`src/rtl/cmd_fifo_arbiter.sv`:
```
// Round-robin arbiter sharing one command FIFO write port between NUM_REQ sources,
// holding each grant for a whole command (up to MAX_BURST beats). Optional counters: CMD_ARB_STAT_EN.
module cmd_fifo_arbiter #(
    parameter int NUM_REQ   = 4,
    parameter int WIDTH     = 16,
    parameter int MAX_BURST = 4,
    localparam int GW       = $clog2(NUM_REQ),
    localparam int BW       = $clog2(MAX_BURST) + 1
) (
    input  logic                     clk,
    input  logic                     rstn,
    input  logic [NUM_REQ-1:0]       req_valid,
    input  logic [NUM_REQ-1:0]       req_last,
    input  logic [NUM_REQ*WIDTH-1:0] req_data,
    output logic [NUM_REQ-1:0]       req_ready,
    input  logic                     fifo_full,
    output logic                     fifo_wr_en,
    output logic [WIDTH-1:0]         fifo_data,
    output logic [GW-1:0]            grant_id,
    output logic                     busy
`ifdef CMD_ARB_STAT_EN
    ,
    input  logic                     stat_clr,
    output logic [NUM_REQ*16-1:0]    stat_beats,
    output logic [15:0]              stat_stall
`endif
);

    typedef enum logic {S_IDLE, S_XFER} state_t;

    state_t           r_state;
    logic [GW-1:0]    r_last_grant;
    logic [GW-1:0]    r_grant_id;
    logic [BW-1:0]    r_beat_cnt;
    logic             r_busy;

    logic             w_found;
    logic [GW-1:0]    w_pick;
    logic             w_vld;
    logic             w_last;
    logic [WIDTH-1:0] w_data;
    logic             w_wr_en;
    logic             w_release;

    // Search distances 1..NUM_REQ from last_grant; descending so the nearest hit wins.
    always_comb begin
        w_found = 1'b0;
        w_pick  = '0;
        for (int k = NUM_REQ; k >= 1; k--) begin
            for (int i = 0; i < NUM_REQ; i++) begin
                if (i == (int'(r_last_grant) + k) % NUM_REQ && req_valid[i]) begin
                    w_found = 1'b1;
                    w_pick  = GW'(i);
                end
            end
        end
    end

    always_comb begin
        w_vld  = 1'b0;
        w_last = 1'b0;
        w_data = '0;
        for (int i = 0; i < NUM_REQ; i++) begin
            if (GW'(i) == r_grant_id) begin
                w_vld  = req_valid[i];
                w_last = req_last[i];
                w_data = req_data[i*WIDTH +: WIDTH];
            end
        end
    end

    assign w_wr_en   = r_busy & w_vld & ~fifo_full;
    assign w_release = w_wr_en & (w_last | (r_beat_cnt == BW'(MAX_BURST - 1)));

    always_comb begin
        req_ready = '0;
        for (int i = 0; i < NUM_REQ; i++)
            req_ready[i] = r_busy & (GW'(i) == r_grant_id) & ~fifo_full;
    end

    assign fifo_wr_en = w_wr_en;
    assign fifo_data  = r_busy ? w_data : '0;
    assign grant_id   = r_grant_id;
    assign busy       = r_busy;

    always_ff @(posedge clk or negedge rstn) begin
        if (!rstn) begin
            r_state      <= S_IDLE;
            r_last_grant <= GW'(NUM_REQ - 1);
            r_grant_id   <= '0;
            r_beat_cnt   <= '0;
            r_busy       <= 1'b0;
        end else begin
            case (r_state)
                S_IDLE: begin
                    if (w_found) begin
                        r_grant_id <= w_pick;
                        r_beat_cnt <= '0;
                        r_busy     <= 1'b1;
                        r_state    <= S_XFER;
                    end
                end
                S_XFER: begin
                    if (w_wr_en) begin
                        r_beat_cnt <= r_beat_cnt + 1'b1;
                        if (w_release) begin
                            r_last_grant <= r_grant_id;
                            r_busy       <= 1'b0;
                            r_state      <= S_IDLE;
                        end
                    end
                end
                default: begin
                    r_busy  <= 1'b0;
                    r_state <= S_IDLE;
                end
            endcase
        end
    end

`ifdef CMD_ARB_STAT_EN
    logic        w_stall;
    logic [15:0] r_stall;

    assign w_stall    = r_busy & w_vld & fifo_full;
    assign stat_stall = r_stall;

    for (genvar g = 0; g < NUM_REQ; g++) begin : g_beats
        logic [15:0] r_cnt;
        always_ff @(posedge clk or negedge rstn) begin
            if (!rstn)
                r_cnt <= '0;
            else if (stat_clr)
                r_cnt <= '0;
            else if (w_wr_en && r_grant_id == GW'(g) && r_cnt != 16'hFFFF)
                r_cnt <= r_cnt + 16'd1;
        end
        assign stat_beats[g*16 +: 16] = r_cnt;
    end

    always_ff @(posedge clk or negedge rstn) begin
        if (!rstn)
            r_stall <= '0;
        else if (stat_clr)
            r_stall <= '0;
        else if (w_stall && r_stall != 16'hFFFF)
            r_stall <= r_stall + 16'd1;
    end
`endif

endmodule

```
`config.mk`:
```
export PLATFORM = sky130hd
export DESIGN_NAME = cmd_fifo_arbiter
export DESIGN_NICKNAME = d
export VERILOG_FILES = /design/src/rtl/cmd_fifo_arbiter.sv
export SDC_FILE = /design/constraint.sdc
export NUM_CORES = 1
export LEC_CHECK = 0
export CORE_MARGIN = 8
export CORE_UTILIZATION = 34
export CTS_CLUSTER_DIAMETER = 200
export DETAILED_ROUTE_END_ITERATION = 10
export PLACE_DENSITY = 0.87
export SLEW_MARGIN = 20
export SYNTH_ARGS = -nofsm -noshare
export SYNTH_HDL_FRONTEND = slang
export SYNTH_SLANG_ARGS = --single-unit
```
`constraint.sdc`:
```
create_clock -name clk -period 3.4 [get_ports clk]
set_input_delay 0.85 -clock clk [delete_from_list [all_inputs] [get_ports clk]]
set_output_delay 0.85 -clock clk [all_outputs]
set_load 0.005 [all_outputs]
```
**Word-level counts from Yosys, hierarchy flattened**

Index checks and enable logic that the tools add are counted.

- Bitwise operators: 18
- Div/mod/pow operators: 0
- Equality and inequality tests: 19
- Add/sub/neg operators: 5
- Multiplexer cells: 55
- Multiply operators: 0
- Reductions and logical operators: 29
- Order comparisons: 0
- Shift-type cells: 0

Operator list:

| operator | number |
|---|---|
| $logic_not 32->1 | 4 |
| $mux 16 | 5 |
| $mux 1 | 31 |
| $mux 2 | 14 |
| $eq 3x3->1 const A | 8 |
| $logic_and 1x1->1 | 16 |
| $eq 2x3->1 const A | 4 |
| $and 1x1->1 | 11 |
| $reduce_or 2->1 | 4 |
| $mux 3 | 2 |
| $pmux 3 s2 | 1 |
| $reduce_and 3->1 | 2 |
| $add 2x1->2 const B | 2 |
| $add 2x2->2 const B | 2 |
| $and 1x1->1 const A | 4 |
| $eq 2x2->1 const A | 2 |
| $ne 2x1->1 const B | 2 |
| $pmux 1 s2 | 2 |
| $reduce_and 2->1 | 2 |
| $add 3x1->3 const B | 1 |
| $eq 3x2->1 const B | 1 |
| $eq 1x2->1 const A | 1 |
| $logic_not 2->1 | 1 |
| $ne 2x2->1 const B | 1 |
| other kinds (2) | 3 |

- Input bits: 75
- Memories: 0
- Memory bits (writable): 0
- Word-level logic and storage cells: 131
- Register bits: 9
- Output and inout port bits: 24
- Latch bits: 0
- Bits in read-only memories: 0

**Longest topological paths before layout**

- Word-level depth: 23
- Gate-level depth with buffers: 5
- Gate-level depth less buffers: 5

**Least setup slack after synthesis**

OpenSTA, ideal clock, no wires.

- Path kind: register to output
- Start point: register r_grant_id[0] (netlist: grant_id[0])
- End point: output port fifo_data[10]
- Cell stages (with the launch flop): 5
- Data arrival time: 1.475 ns
- Data required time: 2.550 ns
- Slack: 1.075 ns
- Path buffers: 2
- Cells stage by stage: dfrtp_1 buf_6 buf_2 mux4_2 and2_1

- Word-level cells in the longest chain between the ends: 6
- Elaborated cells between the ends (all ways): 9
- Those cells by class: eq/ne (3); mux (5); reduce/logical (1)

RTL lines:

| what | line | text |
|---|---|---|
| start: declaration | 33 | `logic [GW-1:0] r_grant_id;` |
| start signal: assignment | 97 | `r_grant_id <= w_pick;` |
| $logic_not 2->1 | 64 | `if (GW'(i) == r_grant_id) begin` |
| $mux 16 (3 in series) | 64 |  |
| $mux 16 * | 64 |  |
| $mux 16 * | 82 | `assign fifo_data = r_busy ? w_data : '0;` |
| end: declaration | 18 | `output logic [WIDTH-1:0] fifo_data,` |

Mark *: on every way between the ends. The rest lies on a longest branch, timed or not.

**Worst setup path after layout**

- Start point: input port req_valid[3]
- End point: output port fifo_wr_en

- Word-level cells in the longest chain between the ends: 3

RTL lines:

| what | line | text |
|---|---|---|
| start: declaration | 12 | `input logic [NUM_REQ-1:0] req_valid,` |
| $mux 1 | 64 |  |
| $and 1x1->1 (2 in series) | 72 | `assign w_wr_en = r_busy & w_vld & ~fifo_full;` |
| end: declaration | 17 | `output logic fifo_wr_en,` |

Every way passes these cells.

==> results.md <==
- STA classifies the critical path endpoint as an output pin.
- The synthesized netlist occupies a cell area of 0.001114 mm2.
- The total number of vias is 1239.
- The run finished with clean final reports.
- Once layout is done, the placed cells without fillers occupy 0.002183 mm2.
- The worst setup path is launched from an input port.
- On the critical path, the stage with the largest delay is an instance of sky130_fd_sc_hd__clkdlybuf4s50_1.
- The setup slack of the worst register-to-register path is 1.22 ns.
- The number of H-tree branching levels is 1.
- The signal on the critical path passes through clkdlybuf4s50_1, mux2i_1, nand2b_1, a21oi_1, clkdlybuf4s50_1.
- For this run, the slowest stage of the critical path takes 0.58 ns.
- Setup violations remaining at the end of the flow were counted as 0.
- Ranked by total cell area, the synthesized netlist is headed by sky130_fd_sc_hd__mux4_2 32%, sky130_fd_sc_hd__dfrtp_1 16%, sky130_fd_sc_hd__and2_1 9.0%.
- The worst setup path is of the in -> out kind.
- The global routing met2 resource utilization is 0.3366.
- After routing, the total negative slack on setup checks comes to 0 ns.
- Of the cells placed in the final design, the portion with a size suffix greater than 1 is 0.1750.
- When the netlist entered floorplanning its net count stood at 177.
- The total overflow left after global routing is 0.
- The leakage component of the power is 0.8330 nW.
- The post-place setup slack is 0.09949 ns.
- At the later pin of the worst-skew pair, clock insertion delay measures 0.27 ns.
- At the worst endpoint, the required time is 2.55 ns.
- From synthesis to final layout, the design area changed by 96.07%.
- The clock edge transition at the registers on the reported setup and hold paths is 0.06 ns.
- The initial standard-cell utilization of the core is 0.3618.
- TritonCTS built the clock tree.
- At the end of the flow the core is filled with cells to 0.7094.
- The leading area contributor after synthesis is sky130_fd_sc_hd__mux4_2.
- The critical path buffer and inverter count is 2.
- The hold-critical path endpoint is r_beat_cnt[0]$_DFFE_PN0P_.
- Setup repair after global routing left no endpoint under its margin.
- The top-level I/O count is 99.
- The die height is 73.23 um.
- Power spread over the standard cell area amounts to 599.9 mW/mm2.
- In this run the most critical hold path is launched from r_beat_cnt[0]$_DFFE_PN0P_.
- The wire length of the first global-routing pass is 7.093 mm.
- The final instance count without filler cells is 244.
- In this run the tightest slew margin relative to its limit is 0.5423.
- The Yosys step of the flow raised 0 warnings.
- Entering global routing, the biggest net connects 21 pins.
- The worst register-to-register path begins at grant_id[1]$_DFFE_PN0P_.
- A synthesized cell averages 11.14 um2.
- The number of iterations in the first detailed-routing pass is 5.
- The most heavily used metal layer in global routing is met2.
- Clock skew on the completed layout was measured at 0.003204 ns.
- For this run, design rule violations remaining after detail routing come to 0.
- The minimum clock period is 3.326 ns.
- The number of rows created at floorplan is 20.
- The post-synthesis sequential area ratio is 0.2045.
- The depth of the worst register-to-register path is 5.
- The TritonCTS buffer count is 3.
- The cell count after synthesis is 100.
- The number of DRC violations after detailed-routing iteration 0 is 46.
- The worst setup slack after layout is 0.07364 ns.
- The placed standard-cell area is 0.002157 mm2.
- After floorplanning, the core was sized to cover 0.003078 mm2.
- The number of vias per cell is 5.078.
- The number of hold violations in the final report is 0.
- The worst hold path belongs to the class reg -> reg.
- The number of global-route vias before repair is 1379.
- The number of antenna diodes in the final layout is 0.
- After clock tree synthesis, the flow added hold-fix buffers numbering 0.
- The final number of max-transition violations is 0.
- After clock tree synthesis, the setup repair step added 0 buffers.
- In this run the horizontal extent of the chip is 73.23 um.
- The netlist uses 33 different library cells.
- The actual slew at the worst max-slew pin is 0.6866 ns.
- The highest fanout seen on the critical path is 6.
- The met3 track demand over resource in global routing is 0.06456.
- In the finished design, the share of the clock period the worst path needs comes to 0.9783.
- Counting instances, the worst hold path has a depth of 1.
- In the final routed layout, each cell accounts on average for 19.06 um.
- The met1 global-route usage is 0.1664.
- The number of antenna violations at the first check in global routing came to 0.
- The detailed-route wire length is 4.650 mm.
- The worst hold slack after final layout is 0.4857 ns.
- Counting every sink on the clock net gives 9.
- The number of gates given a new drive strength after cts is 0.
- The die area is 0.005363 mm2.
- In this run the remaining antenna-violating nets after routing total 0.
- The area share of the leading cell type in the synthesized netlist is 0.3236.
- Summed over all nets, the half-perimeter wirelength after detailed placement is 4.015 mm.
- The number of buffers on the longest clock path is 2.
- The highest clock rate is 300.6 MHz.
- The cell with the most instances on the worst path is sky130_fd_sc_hd__clkdlybuf4s50_1.
- The net count of the finished layout is 278.
- The total of max-cap violations is 0.
- The cell count after placement is 240.
- The critical path data arrival time is 2.48 ns.
- The critical register-to-register path endpoint is r_last_grant[1]$_DFFE_PN1P_.
- Grouping stages by cell kind, the critical path spends the most delay in buffers and inverters.
- VDD sags by at most 473.0 uV.
- The global-route usage over all layers is 0.1727.
- The synthesized design contains 9 register bits.
- The root buffer cell chosen for the clock tree is sky130_fd_sc_hd__clkbuf_4.
- The congestion estimate from routability-driven global placement came to 0.8472.
- Buffers placed on the I/O ports in this run total 98.
- Overall power consumption after layout is estimated at 1.310 mW.
-- per-layer routing --
| layer | part of all wire | vias up |
|---|---|---|
| met5 | 0 | - |
| met4 | 0.0060 | 0 |
| met3 | 0.10 | 4 |
| met2 | 0.56 | 67 |
| met1 | 0.33 | 584 |
| li1 | - | 584 |
-- Yosys cell counts --
master	number
sky130_fd_sc_hd__nor3_1	1
sky130_fd_sc_hd__a21oi_1	6
sky130_fd_sc_hd__dfrtp_1	7
sky130_fd_sc_hd__nor4_1	1
sky130_fd_sc_hd__and4b_1	1
sky130_fd_sc_hd__mux2_1	2
sky130_fd_sc_hd__o21ai_0	2
sky130_fd_sc_hd__o32ai_4	1
sky130_fd_sc_hd__nor2_1	3
sky130_fd_sc_hd__buf_2	3
sky130_fd_sc_hd__dfstp_2	2
sky130_fd_sc_hd__mux4_2	16
sky130_fd_sc_hd__o311ai_4	1
sky130_fd_sc_hd__a31o_2	1
sky130_fd_sc_hd__inv_1	3
sky130_fd_sc_hd__a21o_1	1
sky130_fd_sc_hd__o221a_2	1
sky130_fd_sc_hd__nand2b_1	1
sky130_fd_sc_hd__mux2i_1	5
sky130_fd_sc_hd__mux2_2	1
sky130_fd_sc_hd__nand4bb_1	1
sky130_fd_sc_hd__and2_1	16
sky130_fd_sc_hd__nor2b_1	1
sky130_fd_sc_hd__or2_2	2
sky130_fd_sc_hd__nand2_1	7
sky130_fd_sc_hd__a21boi_0	1
sky130_fd_sc_hd__o22ai_1	1
sky130_fd_sc_hd__or2b_1	1
sky130_fd_sc_hd__ha_1	2
sky130_fd_sc_hd__clkbuf_1	5
sky130_fd_sc_hd__nor3b_1	2
sky130_fd_sc_hd__buf_6	1
sky130_fd_sc_hd__nand3b_1	1
-- placed cells by master (no fill, tap or decap), types with 2 or more instances in the layout --
| cell | Yosys | layout |
|---|---|---|
| sky130_fd_sc_hd__dfstp_2 | 2 | 2 |
| sky130_fd_sc_hd__nor2_1 | 3 | 3 |
| sky130_fd_sc_hd__clkdlybuf4s50_1 | 0 | 98 |
| sky130_fd_sc_hd__o21ai_0 | 2 | 2 |
| sky130_fd_sc_hd__inv_1 | 3 | 3 |
| sky130_fd_sc_hd__buf_4 | 0 | 7 |
| sky130_fd_sc_hd__a21oi_1 | 6 | 6 |
| sky130_fd_sc_hd__and2_1 | 16 | 16 |
| sky130_fd_sc_hd__nand2_1 | 7 | 7 |
| sky130_fd_sc_hd__nor3b_1 | 2 | 2 |
| sky130_fd_sc_hd__mux2_1 | 2 | 2 |
| sky130_fd_sc_hd__or2_2 | 2 | 2 |
| sky130_fd_sc_hd__clkbuf_4 | 0 | 3 |
| sky130_fd_sc_hd__mux2i_1 | 5 | 5 |
| sky130_fd_sc_hd__dfrtp_1 | 7 | 7 |
| sky130_fd_sc_hd__mux4_2 | 16 | 16 |
| sky130_fd_sc_hd__ha_1 | 2 | 2 |
-- final cells by class --
cell class / instances / area [um2]
timing repair buffer: 105 / 1033
sequential: 9 / 227.7
tap: 44 / 55.05
fill: 251 / 894.6
inverter: 3 / 11.26
clock buffer: 4 / 26.28
multi-input combinational: 79 / 829.5
-- worst max path at each step --
stage / start / to / slack, ns / cells after the start
6_report: req_valid[3] / fifo_wr_en / 0.07 / 5
5_1_grt: req_valid[3] / fifo_wr_en / 0.02 / 5
4_1_cts: req_valid[3] / fifo_wr_en / 0.08 / 5
3_5_place_dp: req_valid[3] / fifo_wr_en / 0.1 / 5
3_3_place_gp: req_valid[3] / fifo_wr_en / 0.20 / 5
2_1_floorplan: grant_id[0]$_DFFE_PN0P_ / fifo_data[10] / 1.08 / 4
-- sequential cells by signal, summed over array words and instances (netlist names) --
signal,cells
busy,1
grant_id,2
r_beat_cnt,3
r_last_grant,2
r_state,1
-- report_power, final --
part	switching [mW]	internal, mW	total [mW]
sequential	0.0842	0.165	0.249
clock	0.0395	0.0454	0.0849
combinational	0.342	0.634	0.976
total	0.465	0.844	1.31
-- worst register-to-register path: stages, from the launching register on --
cell                       delay (ns)
sky130_fd_sc_hd__dfrtp_1         0.78
sky130_fd_sc_hd__buf_4           0.31
sky130_fd_sc_hd__nand2_1         0.10
sky130_fd_sc_hd__o32ai_4         0.38
sky130_fd_sc_hd__o311ai_4        0.20
sky130_fd_sc_hd__mux2_1          0.34
-- kinds of logic after synthesis --
logic type | count (synthesis) | synth area share
compound gates | 15 | 0.1214
fa+ha+maj | 2 | 0.02247
buf+inv | 12 | 0.05056
flops | 9 | 0.2045
mux | 24 | 0.3989
simple gates | 38 | 0.2023
Power figures use the tool's default switching activity.
